[config.mk]
export PLATFORM = sky130hd
export DESIGN_NAME = ikaopll_mixacc
export DESIGN_NICKNAME = d
export VERILOG_FILES = /design/src/rtl/ikaopll_pkg.sv /design/src/rtl/ikaopll_cen_sr.sv /design/src/rtl/ikaopll_mixacc.sv
export SDC_FILE = /design/constraint.sdc
export NUM_CORES = 1
export LEC_CHECK = 0
export ABC_AREA = 1
export CAP_MARGIN = 10
export CORE_MARGIN = 5
export CORE_UTILIZATION = 40
export CTS_CLUSTER_DIAMETER = 50
export DETAILED_ROUTE_END_ITERATION = 10
export HOLD_SLACK_MARGIN = 0.02
export PLACE_DENSITY = 0.68
export RECOVER_POWER = 50
export SLEW_MARGIN = 20
export SYNTH_ARGS = -nofsm -noshare
export SYNTH_HDL_FRONTEND = slang
export SYNTH_SLANG_ARGS = --single-unit
[constraint.sdc]
create_clock -name i_EMUCLK -period 4.45 [get_ports i_EMUCLK]
set_clock_uncertainty 0.2 [all_clocks]
set_input_delay 1.335 -clock i_EMUCLK [delete_from_list [all_inputs] [get_ports i_EMUCLK]]
set_output_delay 1.335 -clock i_EMUCLK [all_outputs]
set_load 0.01 [all_outputs]
[src/rtl/ikaopll_pkg.sv]
// Shared widths, limits and helpers for the IKAOPLL output mixer.
package ikaopll_pkg;

    localparam int OP_W    = 9;
    localparam int ACC_W   = 14;
    localparam int OUT_W   = 12;
    localparam int OUT_MAX = 2047;
    localparam int OUT_MIN = -2048;

    typedef enum logic {
        ST_UNPRIMED = 1'b0,
        ST_PRIMED   = 1'b1
    } prime_e;

    typedef struct packed {
        logic cyc;
        logic ro;
        logic mo;
    } ctrl_t;

    // Frame sum to output width: clamp when saturating, else keep the low bits.
    function automatic logic [OUT_W-1:0] acc_to_out(input logic signed [ACC_W-1:0] acc,
                                                    input logic sat_en);
        logic [OUT_W-1:0] r;
        if (sat_en && (int'(acc) > OUT_MAX)) begin
            r = OUT_W'(OUT_MAX);
        end else if (sat_en && (int'(acc) < OUT_MIN)) begin
            r = OUT_W'(OUT_MIN);
        end else begin
            r = acc[OUT_W-1:0];
        end
        return r;
    endfunction

endpackage

[src/rtl/ikaopll_cen_sr.sv]
// Clock-enable gated shift register with asynchronous active-low clear.
module ikaopll_cen_sr #(
    parameter int unsigned DEPTH = 1,
    parameter int unsigned WIDTH = 1
) (
    input  logic             i_EMUCLK,
    input  logic             i_IC_n,
    input  logic             i_CEN_n,
    input  logic [WIDTH-1:0] i_D,
    output logic [WIDTH-1:0] o_Q
);

    logic [DEPTH*WIDTH-1:0] r_sr;

    if (DEPTH == 1) begin : g_one
        always_ff @(posedge i_EMUCLK or negedge i_IC_n) begin
            if (!i_IC_n) begin
                r_sr <= '0;
            end else if (!i_CEN_n) begin
                r_sr <= i_D;
            end
        end
    end else begin : g_many
        always_ff @(posedge i_EMUCLK or negedge i_IC_n) begin
            if (!i_IC_n) begin
                r_sr <= '0;
            end else if (!i_CEN_n) begin
                r_sr <= {r_sr[(DEPTH-1)*WIDTH-1:0], i_D};
            end
        end
    end

    assign o_Q = r_sr[DEPTH*WIDTH-1 -: WIDTH];

endmodule

[src/rtl/ikaopll_mixacc.sv]
// Per-frame melody/rhythm accumulator: sums gated operator samples between
// CYCLE_00 markers and publishes the (optionally saturated) frame totals.
module ikaopll_mixacc
    import ikaopll_pkg::*;
#(
    parameter int unsigned CTRL_DLY = 1,
    parameter bit          SAT_EN   = 1'b1
) (
    input  logic             i_EMUCLK,
    input  logic             i_IC_n,
    input  logic             i_phi1_NCEN_n,
    input  logic             i_CYCLE_00,
    input  logic             i_MO_CTRL,
    input  logic             i_RO_CTRL,
    input  logic [OP_W-1:0]  i_OP_VALUE,
    output logic [OUT_W-1:0] o_MO,
    output logic [OUT_W-1:0] o_RO,
    output logic             o_SAMPLE_VALID
);

    logic                    w_tick;
    ctrl_t                   w_ctrl_in;
    ctrl_t                   w_ctrl;
    logic [OP_W-1:0]         r_d1;
    logic signed [ACC_W-1:0] w_d1_ext;
    logic signed [ACC_W-1:0] w_add_m;
    logic signed [ACC_W-1:0] w_add_r;
    logic signed [ACC_W-1:0] r_acc_m;
    logic signed [ACC_W-1:0] r_acc_r;
    prime_e                  r_prime;
    prime_e                  w_prime_nxt;
    logic                    w_dump;
    logic [OUT_W-1:0]        r_mo;
    logic [OUT_W-1:0]        r_ro;
    logic                    r_valid;

    assign w_tick    = ~i_phi1_NCEN_n;
    assign w_ctrl_in = ctrl_t'({i_CYCLE_00, i_RO_CTRL, i_MO_CTRL});

    // One extra stage so control lines up with the registered sample in r_d1.
    ikaopll_cen_sr #(
        .DEPTH (CTRL_DLY + 1),
        .WIDTH (3)
    ) u_ctrl_sr (
        .i_EMUCLK (i_EMUCLK),
        .i_IC_n   (i_IC_n),
        .i_CEN_n  (i_phi1_NCEN_n),
        .i_D      (w_ctrl_in),
        .o_Q      (w_ctrl)
    );

    assign w_d1_ext = {{(ACC_W-OP_W){r_d1[OP_W-1]}}, r_d1};
    assign w_dump   = w_tick & w_ctrl.cyc;

    always_comb begin
        w_add_m     = '0;
        w_add_r     = '0;
        w_prime_nxt = r_prime;
        if (w_ctrl.mo) begin
            w_add_m = w_d1_ext;
        end
        if (w_ctrl.ro) begin
            w_add_r = w_d1_ext;
        end
        if (w_dump) begin
            w_prime_nxt = ST_PRIMED;
        end
    end

    always_ff @(posedge i_EMUCLK or negedge i_IC_n) begin
        if (!i_IC_n) begin
            r_prime <= ST_UNPRIMED;
        end else begin
            r_prime <= w_prime_nxt;
        end
    end

    always_ff @(posedge i_EMUCLK or negedge i_IC_n) begin
        if (!i_IC_n) begin
            r_d1    <= '0;
            r_acc_m <= '0;
            r_acc_r <= '0;
            r_mo    <= '0;
            r_ro    <= '0;
            r_valid <= 1'b0;
        end else begin
            r_valid <= 1'b0;
            if (w_tick) begin
                r_d1 <= i_OP_VALUE;
                // The boundary slot opens the new frame, so it seeds the accumulators.
                if (w_ctrl.cyc) begin
                    r_acc_m <= w_add_m;
                    r_acc_r <= w_add_r;
                    if (r_prime == ST_PRIMED) begin
                        r_mo    <= acc_to_out(r_acc_m, SAT_EN);
                        r_ro    <= acc_to_out(r_acc_r, SAT_EN);
                        r_valid <= 1'b1;
                    end
                end else begin
                    r_acc_m <= r_acc_m + w_add_m;
                    r_acc_r <= r_acc_r + w_add_r;
                end
            end
        end
    end

    assign o_MO           = r_mo;
    assign o_RO           = r_ro;
    assign o_SAMPLE_VALID = r_valid;

endmodule

==> flow_summary.toml, run 1 <==
[global_routing]
grt_max_degree = 35
grtUsageTotal_pct = 17.4
antenna_found_initial = 0
grt_pass1_wl_mm = 18.2
grt_overflow = 0
grt_pass1_vias = 3879

[logic_synthesis]
ys.warnings.count = 0
synthesis.nets = 615
synth_cell_types = 44
yosysSeqAreaShare_pct = 40.1
ys_ff_latch = 69
syn_area_per_cell_um2 = 7.40
async_flop_share_pct = 100
synth_flop_cell = "dfrtp_1"
syn-cell-area_mm2 = 0.00430
synth_edf_count = 0
syn_inst = 582

[cts]
ctsResizeCount = 0
cts_hold_buf = 0
insertion_delay_ps = 360
postCtsSetupBuffers = 0
cts_root_buffer = "clkbuf_8"
clock_sinks = 69
numCtsBuffers = 9
clock_path_buffers = 2
cts.clk_slew.worst_paths_ps = 70
htreeDepth = 3
cts_tree = "built"

[die]
die_h_um = 114
dieArea_mm2 = 0.0129
core_mm2 = 0.0104
initial_core_util_pct = 41.3
rows = 37
num_io_pins = 40
die_w_um = 114

[critical_path]
reg2reg_depth = 11
critPathTopFamily = "buffers and inverters"
path_buf_inv = 2
r2r_slack_ps = 1830
critPathMostFrequentCell = "clkbuf_1"
worstPathRequired_ps = 4480
arrival_ps = 3390
path_class = "in -> async"
cp-startpoint = "i_IC_n"
max_stage_delay_ps = 1110
r2r-end = "r_acc_r[6]"
slowest_stage = "clkbuf_1"
critPathCaptureType = "async pin"
crit_fanout = 24
startpoint_type = "input pin"
cp_cell_sequence = "clkbuf_1 > clkbuf_1"
r2r_start = "u_ctrl_sr.r_sr[4]"

[drt]
vias = 3810
ant_nets = 0
dr.first_iter.drc_count = 241
drcViolationCount = 0
drt_wl_total_mm = 10.6
viasPerCell = 5.04
first_pass_iters = 7
wl_per_cell_um = 14.0

[final_layout]
area_growth_pct = 14.6
final_cells = 756
antenna_cells = 0
final_cell_mix = "nand2_1, dfrtp_1, inv_1, nor2_1, clkdlybuf4s50_1"
nets = 649
final_common_cell = "nand2_1"
drive_gt1_share_pct = 5.00

[timing]
timing.slew.headroom_pct = 5.81
finalSetupTns_ps = 0
maxSlewViolCount = 0
rsz0062_at_grt = "no"
max_freq_mhz = 298
hold_viol_final = 0
worstMarginPinSlew_ps = 1410
layout_worst_path_cycle_share_pct = 75.5
period_needed_ps = 3360
setup_viol = 0
setup_ws_ps = 1090

[run_status]
status = "finished clean"

[place]
hpwl_mm = 7.81
dpl_worst_slack_ps = 881
io_buffers = 39
gp_congestion = 0.888
dp_cells = 741

[pwr]
p_leak_nw = 2.61
power_w = 0.00238
ir_drop_mv = 0.184
power_density_mw_per_mm2 = 483

[run]
cap_violations = 0

[worst_hold_path]
hold_class = "reg -> reg"
holdCritStartpoint = "o_MO[7]"
holdPathEnd = "o_MO[7]"
holdPathStages = 2
## layer usage
| metal | vias up | track usage (%) | wire length, um |
|---|---|---|---|
| met4 | 0 | 6.65 | 275 |
| met1 | 1758 | 21.9 | 4970 |
| met5 | - | 0 | 0 |
| met3 | 24 | 3.61 | 460 |
| met2 | 105 | 29.3 | 4840 |
| li1 | 1923 | - | - |
## synth_stat cells (5+ instances only)
cell type / n / area share, %
nand2_1: 199 / 17
clkbuf_1: 9 / 0.78
o21ai_1: 10 / 1.2
ha_1: 16 / 4.7
nand3_1: 33 / 3.8
dfrtp_1: 69 / 40
inv_1: 62 / 5.4
a21oi_1: 27 / 3.1
a22oi_1: 6 / 1.0
nor2_1: 52 / 4.5
xnor2_1: 5 / 1.0
o21ai_0: 32 / 3.7
xor2_1: 9 / 1.8
## state kept, by name, indices dropped and copies added (netlist names)
register and cells:
r_acc_m 14, r_acc_r 14, o_MO 12, o_RO 12
r_d1 9, u_ctrl_sr.r_sr 6, o_SAMPLE_VALID 1, r_prime 1
## area by class of cell
type	instances	area (um2)
clock buffers	14	163
clock inverters	1	30.0
fillers	1039	5480
inverters	68	272
multi-input cells	425	2160
flip-flops and latches	69	1730
well taps	136	170
repair buffers	43	407
## logic make-up (layout without fill, tap and decap cells)
| logic type | count (synthesis) | after routing | synth area share (%) |
|---|---|---|---|
| compound gates | 90 | 90 | 12.0 |
| xor+xnor | 16 | 16 | 3.87 |
| fa+ha+maj | 18 | 18 | 5.58 |
| buf+inv | 88 | 126 | 9.53 |
| flops | 69 | 69 | 40.1 |
| simple gates | 301 | 301 | 28.9 |
## power breakdown
group / internal, W / switching [W]
Combinational: 0.000417 / 0.000506
Sequential: 0.000795 / 0.000143
Clock: 0.000288 / 0.000234
Total: 0.00150 / 0.000883
## how the worst max path moves through the flow
stage	end	cells past startpoint	slack [ps]
6_report	r_acc_r[13]	2	1090
5_1_grt	r_acc_m[8]	2	530
4_1_cts	o_MO[10]	7	1250
3_5_place_dp	o_MO[10]	7	880
3_3_place_gp	o_RO[9]	7	900
2_1_floorplan	o_MO[1]	8	1890
## metrics by stage
step	hold WS (ps)	cell area (um2)	util, %
after floorplan	242	4300	-
after global placement	256	4750	45.6
after detailed placement	265	4750	45.6
after CTS	283	4940	47.5
after global routing	295	4930	47.4
final	280	4930	47.4
No activity file was read; power rests on OpenSTA's default activity.
==> run 2: changes to the inputs <==
--- a/config.mk
+++ b/config.mk
@@ -12,7 +12,7 @@
 export CTS_CLUSTER_DIAMETER = 50
 export DETAILED_ROUTE_END_ITERATION = 10
 export HOLD_SLACK_MARGIN = 0.02
-export PLACE_DENSITY = 0.68
+export PLACE_DENSITY = 0.7
 export RECOVER_POWER = 50
 export SLEW_MARGIN = 20
 export SYNTH_ARGS = -nofsm -noshare
==> constraint.sdc (replaced) <==
create_clock -name i_EMUCLK -period 3.05 [get_ports i_EMUCLK]
set_clock_uncertainty 0.2 [all_clocks]
set_input_delay 0.915 -clock i_EMUCLK [delete_from_list [all_inputs] [get_ports i_EMUCLK]]
set_output_delay 0.915 -clock i_EMUCLK [all_outputs]
set_load 0.01 [all_outputs]
==> run 2 against run 1 <==
Compared with the run above: die area unchanged; largest power group unchanged; sequential power up 48%; via count down 0.13%; first-iteration DRC count up 10%; combinational power up 46%; sequential share of layout area about the same; the flow now finishes with violations (capacitance limit, slew limit); critical endpoint is now o_RO[6].
==> flow_summary.toml, run 2 (synthesized netlist as in run 1, its figures left out) <==
[run_status]
status = "complete, but fails checks"
violations = "capacitance limit, slew limit"

[final_layout]
final_area_mm2 = 0.00493
area_growth_pct = 14.6
nets = 652
antenna_cells = 0
final_common_cell = "nand2_1"
final_cell_mix = "nand2_1, dfrtp_1, inv_1, nor2_1, clkdlybuf4s50_1"
biggestRegsByFlops = "r_acc_m x14, r_acc_r x14"
drive_gt1_share_pct = 6.09

[die]
rows = 37
core_mm2 = 0.0104
die_h_um = 114
num_io_pins = 40
dieArea_mm2 = 0.0129
initial_core_util_pct = 41.3
die_w_um = 114

[timing]
period_needed_ps = 2640
timing.slew.headroom_pct = -12.8
worstMarginPinSlew_ps = 1690
rsz0062_at_grt = "no"
max_freq_mhz = 379
maxSlewViolCount = 70
hold_viol_final = 0
fin_hold_ws_ps = 272
setup_viol = 0
finalSetupTns_ps = 0
layout_worst_path_cycle_share_pct = 86.4

[critical_path]
max_stage_delay_ps = 620
path_class = "in -> reg"
cp-startpoint = "i_phi1_NCEN_n"
r2r_start = "u_ctrl_sr.r_sr[3]"
r2r_slack_ps = 470
crit_end = "o_RO[6]"
cp.depth = 7
crit_fanout = 24
reg2reg_depth = 12
slowest_stage = "dlygate4sd3_1"
cp_cell_sequence = "dlygate4sd3_1 > nor2_1 > inv_2 > nor2_4 > inv_1 > nand2_1 > o21ai_0"
arrival_ps = 2650
path_buf_inv = 3
startpoint_type = "input pin"
critPathCaptureType = "flip-flop"
worstPathRequired_ps = 3070
r2r-end = "r_acc_m[12]"
critPathTopFamily = "buffers and inverters"

[pwr]
switching_share_pct = 39.5
comb_power_share_pct = 39.5
p_leak_nw = 2.60
switchingPower_w = 0.00135
seqPwrFrac_pct = 40.5
power_density_mw_per_mm2 = 694
intPower_w = 0.00207
clockPowerShare_pct = 20.1
ir_drop_mv = 0.272

[cts]
clock_sinks = 69
insertion_delay_ps = 350
cts.clk_slew.worst_paths_ps = 90
cts_root_buffer = "clkbuf_8"
cts_tree = "built"
ctsResizeCount = 0
cts_hold_buf = 0
htreeDepth = 3
postCtsSetupBuffers = 0
numCtsBuffers = 9
clock_path_buffers = 2

[drt]
first_pass_iters = 4
dr.first_iter.drc_count = 265
ant_nets = 0
vias = 3805
drcViolationCount = 0
drt_wl_total_mm = 10.4
wl_per_cell_um = 13.7
viasPerCell = 5.01

[place]
io_buffers = 39
gp_congestion = 0.899
dpl_cell_area_mm2 = 0.00479
hpwl_mm = 7.76

[worst_hold_path]
holdPathStages = 2
hold_class = "reg -> reg"

[run]
cap_violations = 1

[global_routing]
grt_max_degree = 70
grtUsageTotal_pct = 16.9
antenna_found_initial = 0
grt_pass1_wl_mm = 17.7
grt_pass1_vias = 3740
grt_overflow = 0
==> run 2: per-layer routing <==
| layer | routed length [um] | track usage, % | up-vias |
|---|---|---|---|
| met4 | 184 | 5.53 | 0 |
| li1 | - | - | 1931 |
| met5 | 0 | 0 | - |
| met3 | 461 | 3.77 | 12 |
| met2 | 4890 | 27.9 | 68 |
| met1 | 4860 | 22.0 | 1794 |
==> run 2: power by group through the flow <==
| stage | clock (W) | combinational (W) | sequential, W |
|---|---|---|---|
| after floorplan | 0 | 0.000850 | 0.00139 |
| after global placement | 0 | 0.00132 | 0.00140 |
| after detailed placement | 0 | 0.00136 | 0.00140 |
| after CTS | 0.000699 | 0.00137 | 0.00139 |
| after global routing | 0.000749 | 0.00153 | 0.00142 |
| final | 0.000688 | 0.00135 | 0.00139 |
==> run 2: final cells by class <==
type	count	area, um2
inverter	68	272
sequential	69	1730
tap	136	170
timing repair buffer	46	425
clock buffer	10	128
clock inverter	6	47.5
fill	1058	5480
multi-input combinational	425	2160
==> run 2: metrics by stage <==
stage	worst slack [ps]	instances	total power, W	utilization, %
2_1_floorplan	785	582	0.00224	-
3_3_place_gp	309	744	0.00273	45.9
3_5_place_dp	206	744	0.00277	45.9
4_1_cts	439	760	0.00345	47.6
5_1_grt	210	760	0.00370	47.4
6_report	414	760	0.00343	47.4
==> run 2: tightest hold or removal path, stage by stage (launching register included) <==
cell and delay [ps]:
dfrtp_1 350, nand2_1 50, nand2_1 40
==> run 2: worst min-delay path by stage <==
stage / from / end / slack [ps]
2_1_floorplan: u_ctrl_sr.r_sr[0] / u_ctrl_sr.r_sr[3] / 240
3_3_place_gp: u_ctrl_sr.r_sr[1] / u_ctrl_sr.r_sr[4] / 250
3_5_place_dp: u_ctrl_sr.r_sr[1] / u_ctrl_sr.r_sr[4] / 250
4_1_cts: u_ctrl_sr.r_sr[1] / u_ctrl_sr.r_sr[4] / 280
5_1_grt: u_ctrl_sr.r_sr[1] / u_ctrl_sr.r_sr[4] / 290
6_report: u_ctrl_sr.r_sr[1] / u_ctrl_sr.r_sr[4] / 270
==> run 3: changes to the inputs <==
--- a/config.mk
+++ b/config.mk
@@ -12,7 +12,7 @@
 export CTS_CLUSTER_DIAMETER = 50
 export DETAILED_ROUTE_END_ITERATION = 10
 export HOLD_SLACK_MARGIN = 0.02
-export PLACE_DENSITY = 0.7
+export PLACE_DENSITY = 0.68
 export RECOVER_POWER = 50
 export SLEW_MARGIN = 20
 export SYNTH_ARGS = -nofsm -noshare
==> constraint.sdc (replaced) <==
create_clock -name i_EMUCLK -period 2.9 [get_ports i_EMUCLK]
set_clock_uncertainty 0.2 [all_clocks]
set_input_delay 0.87 -clock i_EMUCLK [delete_from_list [all_inputs] [get_ports i_EMUCLK]]
set_output_delay 0.87 -clock i_EMUCLK [all_outputs]
set_load 0.01 [all_outputs]
==> run 3 against run 2 <==
Compared with the run above: the run still ends with capacitance limit, slew limit left; flip-flop and latch count did not move; via count up 1.3%; clock power increased by 48%; cell count is 0.13% higher; worst setup slack lost 71 ps; sequential share of layout area shrank 0.69 points; critical path depth is the same; register-to-register slack got worse by 120 ps; worst hold slack gained 4.0 ps; count of clock-buffer cells in the layout rose by 3; total power increased by 14%; critical path type unchanged; critical endpoint is now o_MO[7].
==> flow_summary.toml, run 3 (synthesized netlist as in run 1, its figures left out) <==
[run_status]
status = "complete, but fails checks"
violations = "capacitance limit, slew limit"

[die]
num_io_pins = 40
initial_core_util_pct = 41.3
rows = 37
core_mm2 = 0.0104
dieArea_mm2 = 0.0129
die_h_um = 114
die_w_um = 114

[pwr]
clockPowerShare_pct = 26.1
switching_share_pct = 35.5
switchingPower_w = 0.00138
intPower_w = 0.00251
comb_power_share_pct = 36.6
p_leak_nw = 2.66
power_density_mw_per_mm2 = 774
power_w = 0.00390
seqPwrFrac_pct = 37.3
ir_drop_mv = 0.275

[timing]
timing.slew.headroom_pct = -13.7
rsz0062_at_grt = "no"
setup_viol = 0
fin_hold_ws_ps = 276
period_needed_ps = 2560
max_freq_mhz = 391
hold_viol_final = 0
layout_worst_path_cycle_share_pct = 88.2
worstMarginPinSlew_ps = 1700
finalSetupTns_ps = 0
maxSlewViolCount = 70

[drt]
drcViolationCount = 0
dr.first_iter.drc_count = 277
vias = 3854
viasPerCell = 5.06
drt_wl_total_mm = 10.4
ant_nets = 0
first_pass_iters = 5
wl_per_cell_um = 13.7

[critical_path]
crit_fanout = 24
cp_cell_sequence = "dlygate4sd3_1 > nor2_1 > inv_2 > nor2_4 > inv_1 > nand2_1 > o21ai_0"
cp-startpoint = "i_phi1_NCEN_n"
max_stage_delay_ps = 600
startpoint_type = "input pin"
r2r_start = "u_ctrl_sr.r_sr[4]"
r2r-end = "r_acc_r[12]"
path_class = "in -> reg"
reg2reg_depth = 13
worstPathRequired_ps = 2920
crit_end = "o_MO[7]"
arrival_ps = 2570
r2r_slack_ps = 350
critPathCaptureType = "flip-flop"
slowest_stage = "dlygate4sd3_1"

[cts]
postCtsSetupBuffers = 0
cts_root_buffer = "clkbuf_8"
clock_sinks = 69
clock_path_buffers = 2
cts_hold_buf = 0
htreeDepth = 3
insertion_delay_ps = 360
cts_tree = "built"
numCtsBuffers = 9
cts.clk_slew.worst_paths_ps = 80
ctsResizeCount = 0

[run]
cap_violations = 1

[final_layout]
final_cells = 761
final_cell_mix = "nand2_1, dfrtp_1, inv_1, nor2_1, clkdlybuf4s50_1"
area_growth_pct = 16.9
drive_gt1_share_pct = 6.56
biggestRegsByFlops = "r_acc_m x14, r_acc_r x14"
final_common_cell = "nand2_1"
nets = 653
antenna_cells = 0

[worst_hold_path]
hold_class = "reg -> reg"
holdCritStartpoint = "u_ctrl_sr.r_sr[0]"
holdPathStages = 2

[global_routing]
busiest_layer = "met2"
grt_overflow = 0
grt_pass1_vias = 3756
grt_pass1_wl_mm = 17.8
grt_max_degree = 70
globalRouteMet1Util_pct = 22.5
grtUsageTotal_pct = 17.3
antenna_found_initial = 0
met3_usage_pct = 3.40
use_met2_pct = 27.5

[place]
dp_cells = 745
gp_congestion = 0.903
hpwl_mm = 7.61
io_buffers = 39
run 3: how the worst min path moves through the flow:
stage,endpoint,slack [ps]
6_report,u_ctrl_sr.r_sr[3],280
4_1_cts,u_ctrl_sr.r_sr[3],280
5_1_grt,u_ctrl_sr.r_sr[3],300
3_5_place_dp,u_ctrl_sr.r_sr[3],260
3_3_place_gp,u_ctrl_sr.r_sr[4],250
2_1_floorplan,u_ctrl_sr.r_sr[3],240
run 3: power groups by stage:
| stage | combinational, W | sequential (W) | clock [W] |
|---|---|---|---|
| 6_report | 0.00143 | 0.00145 | 0.00102 |
| 5_1_grt | 0.00160 | 0.00149 | 0.00109 |
| 4_1_cts | 0.00144 | 0.00145 | 0.00103 |
| 3_5_place_dp | 0.00144 | 0.00147 | 0 |
| 3_3_place_gp | 0.00140 | 0.00147 | 0 |
| 2_1_floorplan | 0.000894 | 0.00146 | 0 |
run 3: worst max-delay path, delay by kind of cell:
kind,cells,cell delay [ps]
AOI/OAI and AO/OA,1,100
buffers and inverters,3,1030
and+or+nand+nor,3,560
run 3: layout make-up:
type | instances | area, um2
Fill cell | 1030 | 5380
Multi-Input combinational cell | 425 | 2160
Tap cell | 136 | 170
Clock buffer | 13 | 169
Sequential cell | 69 | 1730
Inverter | 68 | 272
Clock inverter | 3 | 90.1
Timing Repair Buffer | 47 | 440
run 3: stage by stage:
stage | area, um2 | setup slack [ps] | utilization [%]
CTS | 5050 | 381 | 48.5
global placement | 4790 | 180 | 46.0
floorplan | 4300 | 635 | -
detailed placement | 4790 | 131 | 46.0
finish | 5030 | 343 | 48.3
global route | 5030 | 140 | 48.3
run 3: per-layer routing:
metal / wire length, um / part of all wire, %
met1: 4860 / 47
met2: 4820 / 46
met3: 415 / 4.0
met4: 308 / 3.0
met5: 0 / 0
